--- config.mk ---
export PLATFORM = sky130hd
export DESIGN_NAME = mem_arbiter_flat
export DESIGN_NICKNAME = d
export VERILOG_FILES = /design/src/rtl/mem_arbiter_pkg.sv /design/src/rtl/mem_arbiter_if.sv /design/src/rtl/mem_arb_slot.sv /design/src/rtl/mem_arbiter.sv /design/src/flat_wrapper.sv
export SDC_FILE = /design/constraint.sdc
export NUM_CORES = 1
export LEC_CHECK = 0
export CAP_MARGIN = 20
export CORE_ASPECT_RATIO = 0.75
export CORE_UTILIZATION = 49
export DETAILED_ROUTE_END_ITERATION = 7
export PLACE_DENSITY = 0.78
export SLEW_MARGIN = 40
export SYNTH_ARGS = -nofsm -noshare
export SYNTH_HDL_FRONTEND = slang
export SYNTH_SLANG_ARGS = --single-unit
--- constraint.sdc ---
create_clock -name clk -period 4.8 [get_ports clk]
set_clock_uncertainty 0.15 [all_clocks]
set_input_delay 1.44 -clock clk [delete_from_list [all_inputs] [get_ports clk]]
set_output_delay 1.44 -clock clk [all_outputs]
set_load 0.02 [all_outputs]
--- src/rtl/mem_arbiter_pkg.sv ---
// Shared definitions for the four-requester RAM arbiter: requester ids and the
// address range helper.
package mem_arbiter_pkg;

  localparam int unsigned NUM_REQ        = 4;
  localparam int unsigned ADDR_W_DEFAULT = 12;

  // Index order is also the priority order (lowest index wins).
  localparam int unsigned ARB_LD = 0;
  localparam int unsigned ARB_DW = 1;
  localparam int unsigned ARB_DR = 2;
  localparam int unsigned ARB_IR = 3;

  typedef enum logic [1:0] {
    ReqLd = 2'd0,
    ReqDw = 2'd1,
    ReqDr = 2'd2,
    ReqIr = 2'd3
  } req_e;

  // True when any byte-address bit above the RAM word range is set.
  function automatic logic addr_oor(input logic [31:0] addr, input int unsigned aw);
    logic [31:0] hi;
    hi = addr >> (aw + 2);
    return hi != '0;
  endfunction

endpackage

--- src/rtl/mem_arbiter_if.sv ---
// Core/loader request ports and RAM port of the arbiter, bundled. The slave
// modport is the arbiter's view; master is the requester/RAM environment.
interface mem_arbiter_if
  import mem_arbiter_pkg::*;
#(
  parameter int unsigned ADDR_W = ADDR_W_DEFAULT,
  parameter int unsigned DATA_W = 32
);

  logic              ir_en;
  logic [31:0]       ir_addr;
  logic [DATA_W-1:0] ir_data;
  logic              ir_valid;
  logic              dr_en;
  logic [31:0]       dr_addr;
  logic [DATA_W-1:0] dr_data;
  logic              dr_valid;
  logic              dw_en;
  logic [31:0]       dw_addr;
  logic [DATA_W-1:0] dw_data;
  logic              ld_en;
  logic [31:0]       ld_addr;
  logic [DATA_W-1:0] ld_data;
  logic              ram_en;
  logic              ram_we;
  logic [ADDR_W-1:0] ram_addr;
  logic [DATA_W-1:0] ram_wdata;
  logic [DATA_W-1:0] ram_rdata;
  logic              err_range;
  logic              err_overrun;

  modport master (
    output ir_en, ir_addr, dr_en, dr_addr, dw_en, dw_addr, dw_data,
    output ld_en, ld_addr, ld_data, ram_rdata,
    input  ir_data, ir_valid, dr_data, dr_valid,
    input  ram_en, ram_we, ram_addr, ram_wdata, err_range, err_overrun
  );

  modport slave (
    input  ir_en, ir_addr, dr_en, dr_addr, dw_en, dw_addr, dw_data,
    input  ld_en, ld_addr, ld_data, ram_rdata,
    output ir_data, ir_valid, dr_data, dr_valid,
    output ram_en, ram_we, ram_addr, ram_wdata, err_range, err_overrun
  );

endinterface

--- src/rtl/mem_arb_slot.sv ---
// One requester slot: one-deep pending request, overrun detect and, for read
// requesters, the returned-data hold register with its valid flag.
module mem_arb_slot #(
  parameter int unsigned DATA_W  = 32,
  parameter bit          IS_READ = 1'b1
) (
  input  logic              clk,
  input  logic              rst_n,
  input  logic              strobe_i,
  input  logic [31:0]       addr_i,
  input  logic [DATA_W-1:0] data_i,
  input  logic              win_i,
  input  logic              ret_i,
  input  logic [DATA_W-1:0] ret_data_i,
  output logic              cand_o,
  output logic [31:0]       addr_o,
  output logic [DATA_W-1:0] data_o,
  output logic              overrun_o,
  output logic [DATA_W-1:0] rd_data_o,
  output logic              rd_valid_o
);

  logic              pend_q, pend_d;
  logic [31:0]       addr_q, addr_d;
  logic [DATA_W-1:0] data_q, data_d;

  // A pending request is served before a same-cycle strobe, which then
  // becomes the new pending request.
  always_comb begin
    pend_d = pend_q & ~win_i;
    addr_d = addr_q;
    data_d = data_q;
    if (strobe_i) begin
      pend_d = ~(win_i & ~pend_q);
      addr_d = addr_i;
      data_d = data_i;
    end
  end

  always_ff @(posedge clk or negedge rst_n) begin
    if (!rst_n) begin
      pend_q <= 1'b0;
      addr_q <= '0;
      data_q <= '0;
    end else begin
      pend_q <= pend_d;
      addr_q <= addr_d;
      data_q <= data_d;
    end
  end

  assign cand_o    = strobe_i | pend_q;
  assign addr_o    = pend_q ? addr_q : addr_i;
  assign data_o    = pend_q ? data_q : data_i;
  assign overrun_o = strobe_i & pend_q & ~win_i;

  if (IS_READ) begin : g_rd
    logic              hold_q, hold_unused;
    logic [DATA_W-1:0] rdata_q, rdata_d;
    logic              valid_d;
    logic              ret_live;

    // A return that overlaps a newer outstanding request is stale.
    always_comb begin
      ret_live = ret_i & ~pend_q;
      rdata_d  = ret_live ? ret_data_i : rdata_q;
      valid_d  = strobe_i ? 1'b0 : (ret_live | hold_q);
    end

    always_ff @(posedge clk or negedge rst_n) begin
      if (!rst_n) begin
        rdata_q <= '0;
        hold_q  <= 1'b0;
      end else begin
        rdata_q <= rdata_d;
        hold_q  <= valid_d;
      end
    end

    assign hold_unused = 1'b0;
    assign rd_data_o   = ret_live ? ret_data_i : rdata_q;
    assign rd_valid_o  = ret_live | hold_q;
  end else begin : g_wr
    logic unused_ret;
    assign unused_ret = ^{ret_i, ret_data_i};
    assign rd_data_o  = '0;
    assign rd_valid_o = 1'b0;
  end

endmodule

--- src/rtl/mem_arbiter.sv ---
// Fixed-priority arbiter sharing one single-port synchronous RAM among loader
// write, data write, data read and instruction read requesters.
module mem_arbiter
  import mem_arbiter_pkg::*;
#(
  parameter int unsigned ADDR_W = ADDR_W_DEFAULT,
  parameter int unsigned DATA_W = 32
) (
  input logic         clk,
  input logic         rst_n,
  mem_arbiter_if.slave bus
);

  logic [NUM_REQ-1:0] strobe, cand, win, ret, ovr;
  logic [31:0]        in_addr  [NUM_REQ];
  logic [DATA_W-1:0]  in_data  [NUM_REQ];
  logic [31:0]        addr_s   [NUM_REQ];
  logic [DATA_W-1:0]  data_s   [NUM_REQ];
  logic [DATA_W-1:0]  rd_data_s[NUM_REQ];
  logic [NUM_REQ-1:0] rd_valid_s;

  logic              any, sel_oor, sel_wr, ram_en;
  req_e              win_id;
  logic [31:0]       sel_addr;
  logic [DATA_W-1:0] sel_data, ret_data;

  logic ret_vld_q, ret_vld_d;
  req_e ret_id_q, ret_id_d;
  logic ret_oor_q, ret_oor_d;
  logic err_range_q, err_range_d;
  logic err_ovr_q, err_ovr_d;

  always_comb begin
    strobe          = '0;
    strobe[ARB_LD]  = bus.ld_en;
    strobe[ARB_DW]  = bus.dw_en;
    strobe[ARB_DR]  = bus.dr_en;
    strobe[ARB_IR]  = bus.ir_en;
    in_addr[ARB_LD] = bus.ld_addr;
    in_addr[ARB_DW] = bus.dw_addr;
    in_addr[ARB_DR] = bus.dr_addr;
    in_addr[ARB_IR] = bus.ir_addr;
    in_data[ARB_LD] = bus.ld_data;
    in_data[ARB_DW] = bus.dw_data;
    in_data[ARB_DR] = '0;
    in_data[ARB_IR] = '0;
  end

  for (genvar i = 0; i < NUM_REQ; i++) begin : g_slot
    mem_arb_slot #(
      .DATA_W (DATA_W),
      .IS_READ(i == ARB_DR || i == ARB_IR)
    ) u_slot (
      .clk       (clk),
      .rst_n     (rst_n),
      .strobe_i  (strobe[i]),
      .addr_i    (in_addr[i]),
      .data_i    (in_data[i]),
      .win_i     (win[i]),
      .ret_i     (ret[i]),
      .ret_data_i(ret_data),
      .cand_o    (cand[i]),
      .addr_o    (addr_s[i]),
      .data_o    (data_s[i]),
      .overrun_o (ovr[i]),
      .rd_data_o (rd_data_s[i]),
      .rd_valid_o(rd_valid_s[i])
    );
  end

  always_comb begin
    any    = |cand;
    win_id = ReqIr;
    for (int i = NUM_REQ - 1; i >= 0; i--) begin
      if (cand[i]) win_id = req_e'(i[1:0]);
    end
    win      = any ? (4'b0001 << win_id) : '0;
    sel_addr = addr_s[win_id];
    sel_data = data_s[win_id];
    sel_oor  = addr_oor(sel_addr, ADDR_W);
    sel_wr   = (win_id == ReqLd) || (win_id == ReqDw);
    // Out-of-range accesses still own the cycle but never reach the RAM.
    ram_en   = any & ~sel_oor & rst_n;

    ret_vld_d   = any & ~sel_wr;
    ret_id_d    = win_id;
    ret_oor_d   = sel_oor;
    err_range_d = err_range_q | (any & sel_oor);
    err_ovr_d   = err_ovr_q | (|ovr);
  end

  always_ff @(posedge clk or negedge rst_n) begin
    if (!rst_n) begin
      ret_vld_q   <= 1'b0;
      ret_id_q    <= ReqLd;
      ret_oor_q   <= 1'b0;
      err_range_q <= 1'b0;
      err_ovr_q   <= 1'b0;
    end else begin
      ret_vld_q   <= ret_vld_d;
      ret_id_q    <= ret_id_d;
      ret_oor_q   <= ret_oor_d;
      err_range_q <= err_range_d;
      err_ovr_q   <= err_ovr_d;
    end
  end

  assign ret      = ret_vld_q ? (4'b0001 << ret_id_q) : '0;
  assign ret_data = ret_oor_q ? '0 : bus.ram_rdata;

  assign bus.ram_en      = ram_en;
  assign bus.ram_we      = ram_en & sel_wr;
  assign bus.ram_addr    = (any && rst_n) ? sel_addr[ADDR_W+1:2] : '0;
  assign bus.ram_wdata   = (ram_en && sel_wr) ? sel_data : '0;
  assign bus.ir_data     = rd_data_s[ARB_IR];
  assign bus.ir_valid    = rd_valid_s[ARB_IR];
  assign bus.dr_data     = rd_data_s[ARB_DR];
  assign bus.dr_valid    = rd_valid_s[ARB_DR];
  assign bus.err_range   = err_range_q;
  assign bus.err_overrun = err_ovr_q;

  logic unused_sink;
  assign unused_sink = ^{rd_data_s[ARB_LD], rd_data_s[ARB_DW], rd_valid_s[ARB_LD],
                         rd_valid_s[ARB_DW], sel_addr[1:0]};

  // The loader only runs while the core is held in reset.
  ld_excl_a: assert property (@(posedge clk) disable iff (!rst_n)
    bus.ld_en |-> !(bus.ir_en || bus.dr_en || bus.dw_en));

endmodule

--- src/flat_wrapper.sv ---
// flat-port wrapper written by rule: the top's interface ports become plain ports
module mem_arbiter_flat import mem_arbiter_pkg::*;
#(
  parameter int unsigned ADDR_W = ADDR_W_DEFAULT,
  parameter int unsigned DATA_W = 32
)
  (clk, rst_n, bus_ir_en, bus_ir_addr, bus_dr_en, bus_dr_addr, bus_dw_en, bus_dw_addr, bus_dw_data, bus_ld_en, bus_ld_addr, bus_ld_data, bus_ram_rdata, bus_ir_data, bus_ir_valid, bus_dr_data, bus_dr_valid, bus_ram_en, bus_ram_we, bus_ram_addr, bus_ram_wdata, bus_err_range, bus_err_overrun);
  mem_arbiter_if #(.ADDR_W(ADDR_W), .DATA_W(DATA_W)) bus_i ();
  input logic clk;
  input logic rst_n;
  input wire logic [$bits(bus_i.ir_en)-1:0] bus_ir_en;
  input wire logic [$bits(bus_i.ir_addr)-1:0] bus_ir_addr;
  input wire logic [$bits(bus_i.dr_en)-1:0] bus_dr_en;
  input wire logic [$bits(bus_i.dr_addr)-1:0] bus_dr_addr;
  input wire logic [$bits(bus_i.dw_en)-1:0] bus_dw_en;
  input wire logic [$bits(bus_i.dw_addr)-1:0] bus_dw_addr;
  input wire logic [$bits(bus_i.dw_data)-1:0] bus_dw_data;
  input wire logic [$bits(bus_i.ld_en)-1:0] bus_ld_en;
  input wire logic [$bits(bus_i.ld_addr)-1:0] bus_ld_addr;
  input wire logic [$bits(bus_i.ld_data)-1:0] bus_ld_data;
  input wire logic [$bits(bus_i.ram_rdata)-1:0] bus_ram_rdata;
  output wire logic [$bits(bus_i.ir_data)-1:0] bus_ir_data;
  output wire logic [$bits(bus_i.ir_valid)-1:0] bus_ir_valid;
  output wire logic [$bits(bus_i.dr_data)-1:0] bus_dr_data;
  output wire logic [$bits(bus_i.dr_valid)-1:0] bus_dr_valid;
  output wire logic [$bits(bus_i.ram_en)-1:0] bus_ram_en;
  output wire logic [$bits(bus_i.ram_we)-1:0] bus_ram_we;
  output wire logic [$bits(bus_i.ram_addr)-1:0] bus_ram_addr;
  output wire logic [$bits(bus_i.ram_wdata)-1:0] bus_ram_wdata;
  output wire logic [$bits(bus_i.err_range)-1:0] bus_err_range;
  output wire logic [$bits(bus_i.err_overrun)-1:0] bus_err_overrun;
  assign bus_i.ir_en = bus_ir_en;
  assign bus_i.ir_addr = bus_ir_addr;
  assign bus_i.dr_en = bus_dr_en;
  assign bus_i.dr_addr = bus_dr_addr;
  assign bus_i.dw_en = bus_dw_en;
  assign bus_i.dw_addr = bus_dw_addr;
  assign bus_i.dw_data = bus_dw_data;
  assign bus_i.ld_en = bus_ld_en;
  assign bus_i.ld_addr = bus_ld_addr;
  assign bus_i.ld_data = bus_ld_data;
  assign bus_i.ram_rdata = bus_ram_rdata;
  assign bus_ir_data = bus_i.ir_data;
  assign bus_ir_valid = bus_i.ir_valid;
  assign bus_dr_data = bus_i.dr_data;
  assign bus_dr_valid = bus_i.dr_valid;
  assign bus_ram_en = bus_i.ram_en;
  assign bus_ram_we = bus_i.ram_we;
  assign bus_ram_addr = bus_i.ram_addr;
  assign bus_ram_wdata = bus_i.ram_wdata;
  assign bus_err_range = bus_i.err_range;
  assign bus_err_overrun = bus_i.err_overrun;
  mem_arbiter #(.ADDR_W(ADDR_W), .DATA_W(DATA_W)) u_core (.clk(clk), .rst_n(rst_n), .bus(bus_i));
endmodule
Word-level counts from Yosys, hierarchy flattened
Cells that the tools add are included.
{"block": "totals", "register_bits": 268}
{"block": "op_classes", "order_cmp": 1, "eq_ne": 1, "n_shift": 2, "muxes": 28, "n_bitwise": 46, "reduce_logical": 7}
{"cell": "32-bit two-way mux", "n": 14}
{"cell": "32-bit binary-select mux with 2-bit select", "n": 2}
{"cell": "32-bit nonzero test", "n": 1}
{"cell": "1-bit AND", "n": 23}
{"cell": "1-bit inverter", "n": 14}
{"cell": "12-bit two-way mux", "n": 1}
{"cell": "4-bit two-way mux", "n": 2}
{"cell": "1-bit OR", "n": 8}
{"cell": "4-bit OR reduction", "n": 2}
{"cell": "1-bit by 2-bit left shift with 4-bit output (first input constant)", "n": 2}
{"cell": "1-bit two-way mux", "n": 7}
{"cell": "2-bit two-way mux", "n": 2}
{"cell": "3-bit greater-or-equal comparator (second input constant)", "n": 1}
{"cell": "2-bit inverter with 3-bit output", "n": 1}
{"cell": "2-bit by 1-bit equality test with 1-bit output (second input constant)", "n": 1}
{"cell": "1-bit logical AND", "n": 2}
{"cell": "2-bit zero test", "n": 1}
{"cell": "1-bit logical OR", "n": 1}

Depth between registers and ports, before layout
{"block": "logic_depth", "word_depth": 14, "ltp_mapped": 9}

Cells and area by module
From an unflattened synthesis, not the netlist that was laid out.
{"block": "hier_totals", "cells_unflattened": 1337, "area_unflattened_um2": 18178.7}
{"module": "mem_arb_slot at u_core.g_slot[2].u_slot ...", "instances": 2, "cells_per_inst": 286, "area_each_um2": 4551.9, "seq_area_each_um2": 2452.4}
{"module": "mem_arb_slot at u_core.g_slot[0].u_slot ...", "instances": 2, "cells_per_inst": 245, "area_each_um2": 3639.7, "seq_area_each_um2": 1626.6}
{"module": "mem_arbiter", "instances": 1, "cells_per_inst": 275, "area_each_um2": 1795.5, "seq_area_each_um2": 150.1}

Worst setup path before layout
No wires, ideal clock.
{"block": "synth_timing", "path_type": "input port to output port", "from": "input bus_ir_addr[16]", "to": "output bus_ram_en", "arrival_time_ns": 3.069, "required_time_ns": 3.210, "path_slack_ns": 0.141, "path_stages": 5, "path_buffers": 0, "path_cell_list": "or4_4 nor4_2 a31oi_1 o2111a_1 nor4_1"}
{"block": "synth_between", "elab_chain_cells": 8}
{"element": "start, declared", "line": "flat_wrapper.sv:12", "source": "input wire logic [$bits(bus_i.ir_addr)-1:0] bus_ir_addr;"}
{"element": "32-bit two-way mux", "line": "mem_arb_slot.sv:53", "source": "assign addr_o = pend_q ? addr_q : addr_i;"}
{"element": "32-bit binary-select mux with 2-bit select", "line": "mem_arbiter.sv:78", "source": "sel_addr = addr_s[win_id];"}
{"element": "32-bit two-way mux (not written as such) (2 in series)", "line": "mem_arbiter.sv:78"}
{"element": "32-bit nonzero test", "line": "mem_arbiter_pkg.sv:25", "source": "return hi != '0;"}
{"element": "1-bit inverter", "line": "mem_arbiter.sv:83", "source": "ram_en = any & ~sel_oor & rst_n;"}
{"element": "1-bit AND (2 in series)", "line": "mem_arbiter.sv:83"}
{"element": "end, declared", "line": "flat_wrapper.sv:26", "source": "output wire logic [$bits(bus_i.ram_en)-1:0] bus_ram_en;"}
No other way between the ends. The select of a mux whose other input is x is not followed.

Worst setup path in the final report
{"block": "layout_timing", "from": "input bus_ir_addr[19]", "to": "output bus_ram_wdata[14]"}
{"block": "layout_between", "elab_chain_cells": 10}
{"element": "32-bit two-way mux", "line": "mem_arb_slot.sv:53"}
{"element": "32-bit binary-select mux with 2-bit select", "line": "mem_arbiter.sv:78"}
{"element": "32-bit two-way mux (not written as such) (2 in series)", "line": "mem_arbiter.sv:78"}
{"element": "32-bit nonzero test", "line": "mem_arbiter_pkg.sv:25"}
{"element": "1-bit inverter", "line": "mem_arbiter.sv:83"}
{"element": "1-bit AND (2 in series)", "line": "mem_arbiter.sv:83"}
{"element": "1-bit logical AND", "line": "mem_arbiter.sv:114", "source": "assign bus.ram_wdata = (ram_en && sel_wr) ? sel_data : '0;"}
{"element": "32-bit two-way mux", "line": "mem_arbiter.sv:114"}
{"element": "end, declared", "line": "flat_wrapper.sv:29", "source": "output wire logic [$bits(bus_i.ram_wdata)-1:0] bus_ram_wdata;"}
No other way between the ends. The select of a mux whose other input is x is not followed.

==> metrics.cfg <==
[outcome]
status=complete, but fails checks
violations=setup timing

[run]
drv_cap=0

[global_routing]
grt_max_degree=79
antenna_found_initial=4
grt_pass1_vias=9968
grt_pass1_wl_um=54600
grt_use_total_pct=27.1
grt-ovfl-total=0

[sta]
slew-limit-headroom_pct=48.5
fin_hold_ws_ns=0.335
finalSetupTns_ns=-5.29
worstMarginPinSlew_ns=0.772
hold_violations=0
setup_ws_ns=-0.214
max_freq_mhz=199
rsz0062_at_grt=true
setup_viol=33
slew_violations=0
period_needed_ns=5.01
finalCritPeriodShare_pct=104

[floorplan]
start_util_pct=50.7
fp.coreArea_um2=24300
die_width_um=185
ios=344
die_area_um2=25800
die_y_um=139
rows=49

[yosys]
syn_nets=1296
synth.cell_area_um2=12300
synth_cell_types=48
synth_edf_count=0
yosysTopAreaCell=dfrtp_1
ys_warn_count=0
yosysSeqAreaShare_pct=52.8
syn_inst=1066
ys_ff_latch=260
synthFlopType=dfrtp_1
avgSynthCellArea_um2=11.6
synth_top_area_share_pct=52.8
async_flop_share_pct=100
synth_area_leaders=dfrtp_1 53%, mux2_2 16%, mux2i_1 4.6%

[placement]
dp_hpwl_um=24500
io_buffers=335
placed_cell_area_um2=16400
gp_congestion=0.823

[worst_setup_path]
critical_path.cell_chain=dlygate4sd2_1 -> nor4_1 -> mux2i_1 -> o211ai_1 -> o2111a_2 -> nand3_4 -> buf_12 -> buf_16 -> a211oi_2 -> buf_4
crit_family=compound AO/OA/AOI/OAI gates
r2r_slack_ns=2.13
end_kind=primary output
critPathKind=input pin to primary output
slowest_delay_ns=0.29
crit_path_top_delay_cell=o211ai_1
cp.required_ns=3.21
crit_buf_inv=4
arrival_ns=3.42
cp_max_fo=8
crit_path_start_kind=input pin

[routing]
dr.first_iter.drc_count=579
drc=0
via_count=9721
via_per_inst=5.44
finalWirelength_um=35200
ant_nets=0
first_pass_iters=6
drt-wirelength-per-cell_um=19.7

[pwr]
p_leak_nw=7.53
powerDensity_nw_per_um2=326
ir_worst_vdd_mv=0.339

[cts]
ctsLongestPathBuffers=3
clk_latency_ns=0.53
cts.sink_count=260
cts_inserted_buffers=27
cts_root_buf=clkbuf_16
h-tree-depth=1
hold_buffers=0
clk_pin_slew_ns=0.06
cts_tree=built

[cells_and_area]
finalInstanceArea_um2=17500
finalNetCount=1665
area_growth_pct=42.3
n_fill_cell=1764
layout-drive-gt1-share_pct=31.3

[hold_path]
min_path_type=flip-flop to flip-flop

==> metal layers <==
| layer | GRT usage [%] | wire length [um] | up-vias |
|---|---|---|---|
| li1 | - | - | 4583 |
| met1 | 36.1 | 15300 | 4788 |
| met2 | 43.5 | 16400 | 284 |
| met3 | 7.33 | 2580 | 62 |
| met4 | 7.26 | 1010 | 4 |
| met5 | 0 | 31 | - |
==> timing repair <==
action,4_1_cts,5_1_grt
endpoints found under the hold margin,0,0
pin swaps,17,34
buffers inserted,2,6
resized for setup,317,75
gates cloned,3,1
setup endpoints to repair,45,45
==> sequential cells by signal (all words and copies together) (netlist names), 2 cells and up <==
signal,cells
u_core.g_slot.u_slot.pend_q,4
u_core.g_slot.u_slot.addr_q,120
u_core.g_slot.u_slot.data_q,64
u_core.g_slot.u_slot.g_rd.rdata_q,64
u_core.ret_id_q,2
u_core.g_slot.u_slot.g_rd.hold_q,2
==> cell families after synthesis <==
| kind of cell | synth area share, % |
|---|---|
| AND/OR/NAND/NOR | 10.1 |
| adder cells (fa/ha/maj) | 0.244 |
| flip-flops | 52.8 |
| AO/OA/AOI/OAI | 13.0 |
| buffers and inverters | 3.55 |
| multiplexers | 20.3 |
==> through the flow <==
step | util (%) | power, mW | instances | setup WS [ns]
after global placement | 67.1 | 3.45 | 1725 | -0.843
after global routing | 72.1 | 5.94 | 1788 | -0.352
after CTS | 71.7 | 5.75 | 1780 | -0.205
final | 72.1 | 5.72 | 1788 | -0.214
after detailed placement | 67.2 | 3.49 | 1726 | -0.892
after floorplan | - | 2.98 | 1066 | 0.141
==> power by group <==
part | leakage [nW] | internal [mW] | switching (mW) | total, mW
clock | 0.471 | 1.37 | 0.880 | 2.25
combinational | 4.18 | 0.516 | 0.463 | 0.979
sequential | 2.88 | 2.39 | 0.0989 | 2.49
total | 7.53 | 4.27 | 1.44 | 5.72
==> cell type report <==
| cell class | count | area [um^2] | share of cell area, % |
|---|---|---|---|
| clock buffer | 38 | 797 | 4.54 |
| timing repair buffer | 420 | 3910 | 22.3 |
| sequential | 260 | 6510 | 37.1 |
| inverter | 23 | 86.3 | 0.492 |
| multi-input combinational | 703 | 5650 | 32.2 |
| tap | 331 | 414 | 2.36 |
| antenna | 2 | 5.00 | 0.0285 |
| clock inverter | 11 | 164 | 0.934 |
==> final timing paths <==
kind,start,endpoint,cells after the start
max,bus_ir_addr[19],bus_ram_wdata[14],10
min,u_core.bus.err_range$_DFF_PN0_,u_core.bus.err_range$_DFF_PN0_,1
max reg2reg,u_core.g_slot[0].u_slot.pend_q$_DFF_PN0_,u_core.bus.err_range$_DFF_PN0_,11
min in group asynchronous,rst_n,u_core.g_slot[1].u_slot.addr_q[30]$_DFFE_PN0P_,2
max in group asynchronous,rst_n,u_core.g_slot[0].u_slot.pend_q$_DFF_PN0_,3
min reg2reg,u_core.bus.err_range$_DFF_PN0_,u_core.bus.err_range$_DFF_PN0_,1
==> worst register-to-register path, stage by stage, from the launching register on <==
cell and delay, ns:
dfrtp_2 0.39, buf_4 0.37, nor2_1 0.14, nand2_2 0.13
inv_2 0.09, o211ai_1 0.15, buf_4 0.17, buf_4 0.09
o2111ai_1 0.15, buf_4 0.17, or3_4 0.38, a21o_1 0.18
==> cell usage after synthesis, drive strengths merged, types with 2 or more instances <==
cell type  instances
nor2b             34
nor4b              3
nor2              30
or3                3
and2               3
o21ai             98
a211oi            82
dfrtp            260
a21o               2
maj3               3
nor4              26
nand2b            35
a31oi              3
a21oi             22
mux2i             57
nor3b              2
o2111ai            2
a221oi             6
nand4              3
clkbuf            50
a22oi              2
buf               30
nor3               3
nand4b             2
nand2             89
o2111a             2
inv               23
or2                2
nand3              3
mux2             172
o211ai             7
==> cell usage in the layout, fill, tap and decap left out, drive strengths merged, types with 3 or more instances in the layout <==
cell type / netlist / final
clkdlybuf4s50: 0 / 231
a31oi: 3 / 3
nor4b: 3 / 3
and2: 3 / 3
a21oi: 22 / 22
nand2b: 35 / 35
or3: 3 / 3
dfrtp: 260 / 260
dlygate4sd2: 0 / 24
clkinv: 0 / 4
maj3: 3 / 3
a221oi: 6 / 6
o211ai: 7 / 7
nand2: 89 / 89
nor4: 26 / 26
nand4: 3 / 3
nand3: 3 / 3
nor2: 30 / 30
clkdlybuf4s15: 0 / 10
o21ai: 98 / 98
inv: 23 / 24
buf: 30 / 137
mux2: 172 / 172
nor3: 3 / 3
mux2i: 57 / 57
a211oi: 82 / 82
bufinv: 0 / 4
clkbuf: 50 / 54
nor2b: 34 / 34
(Power assumes the default switching activity.)
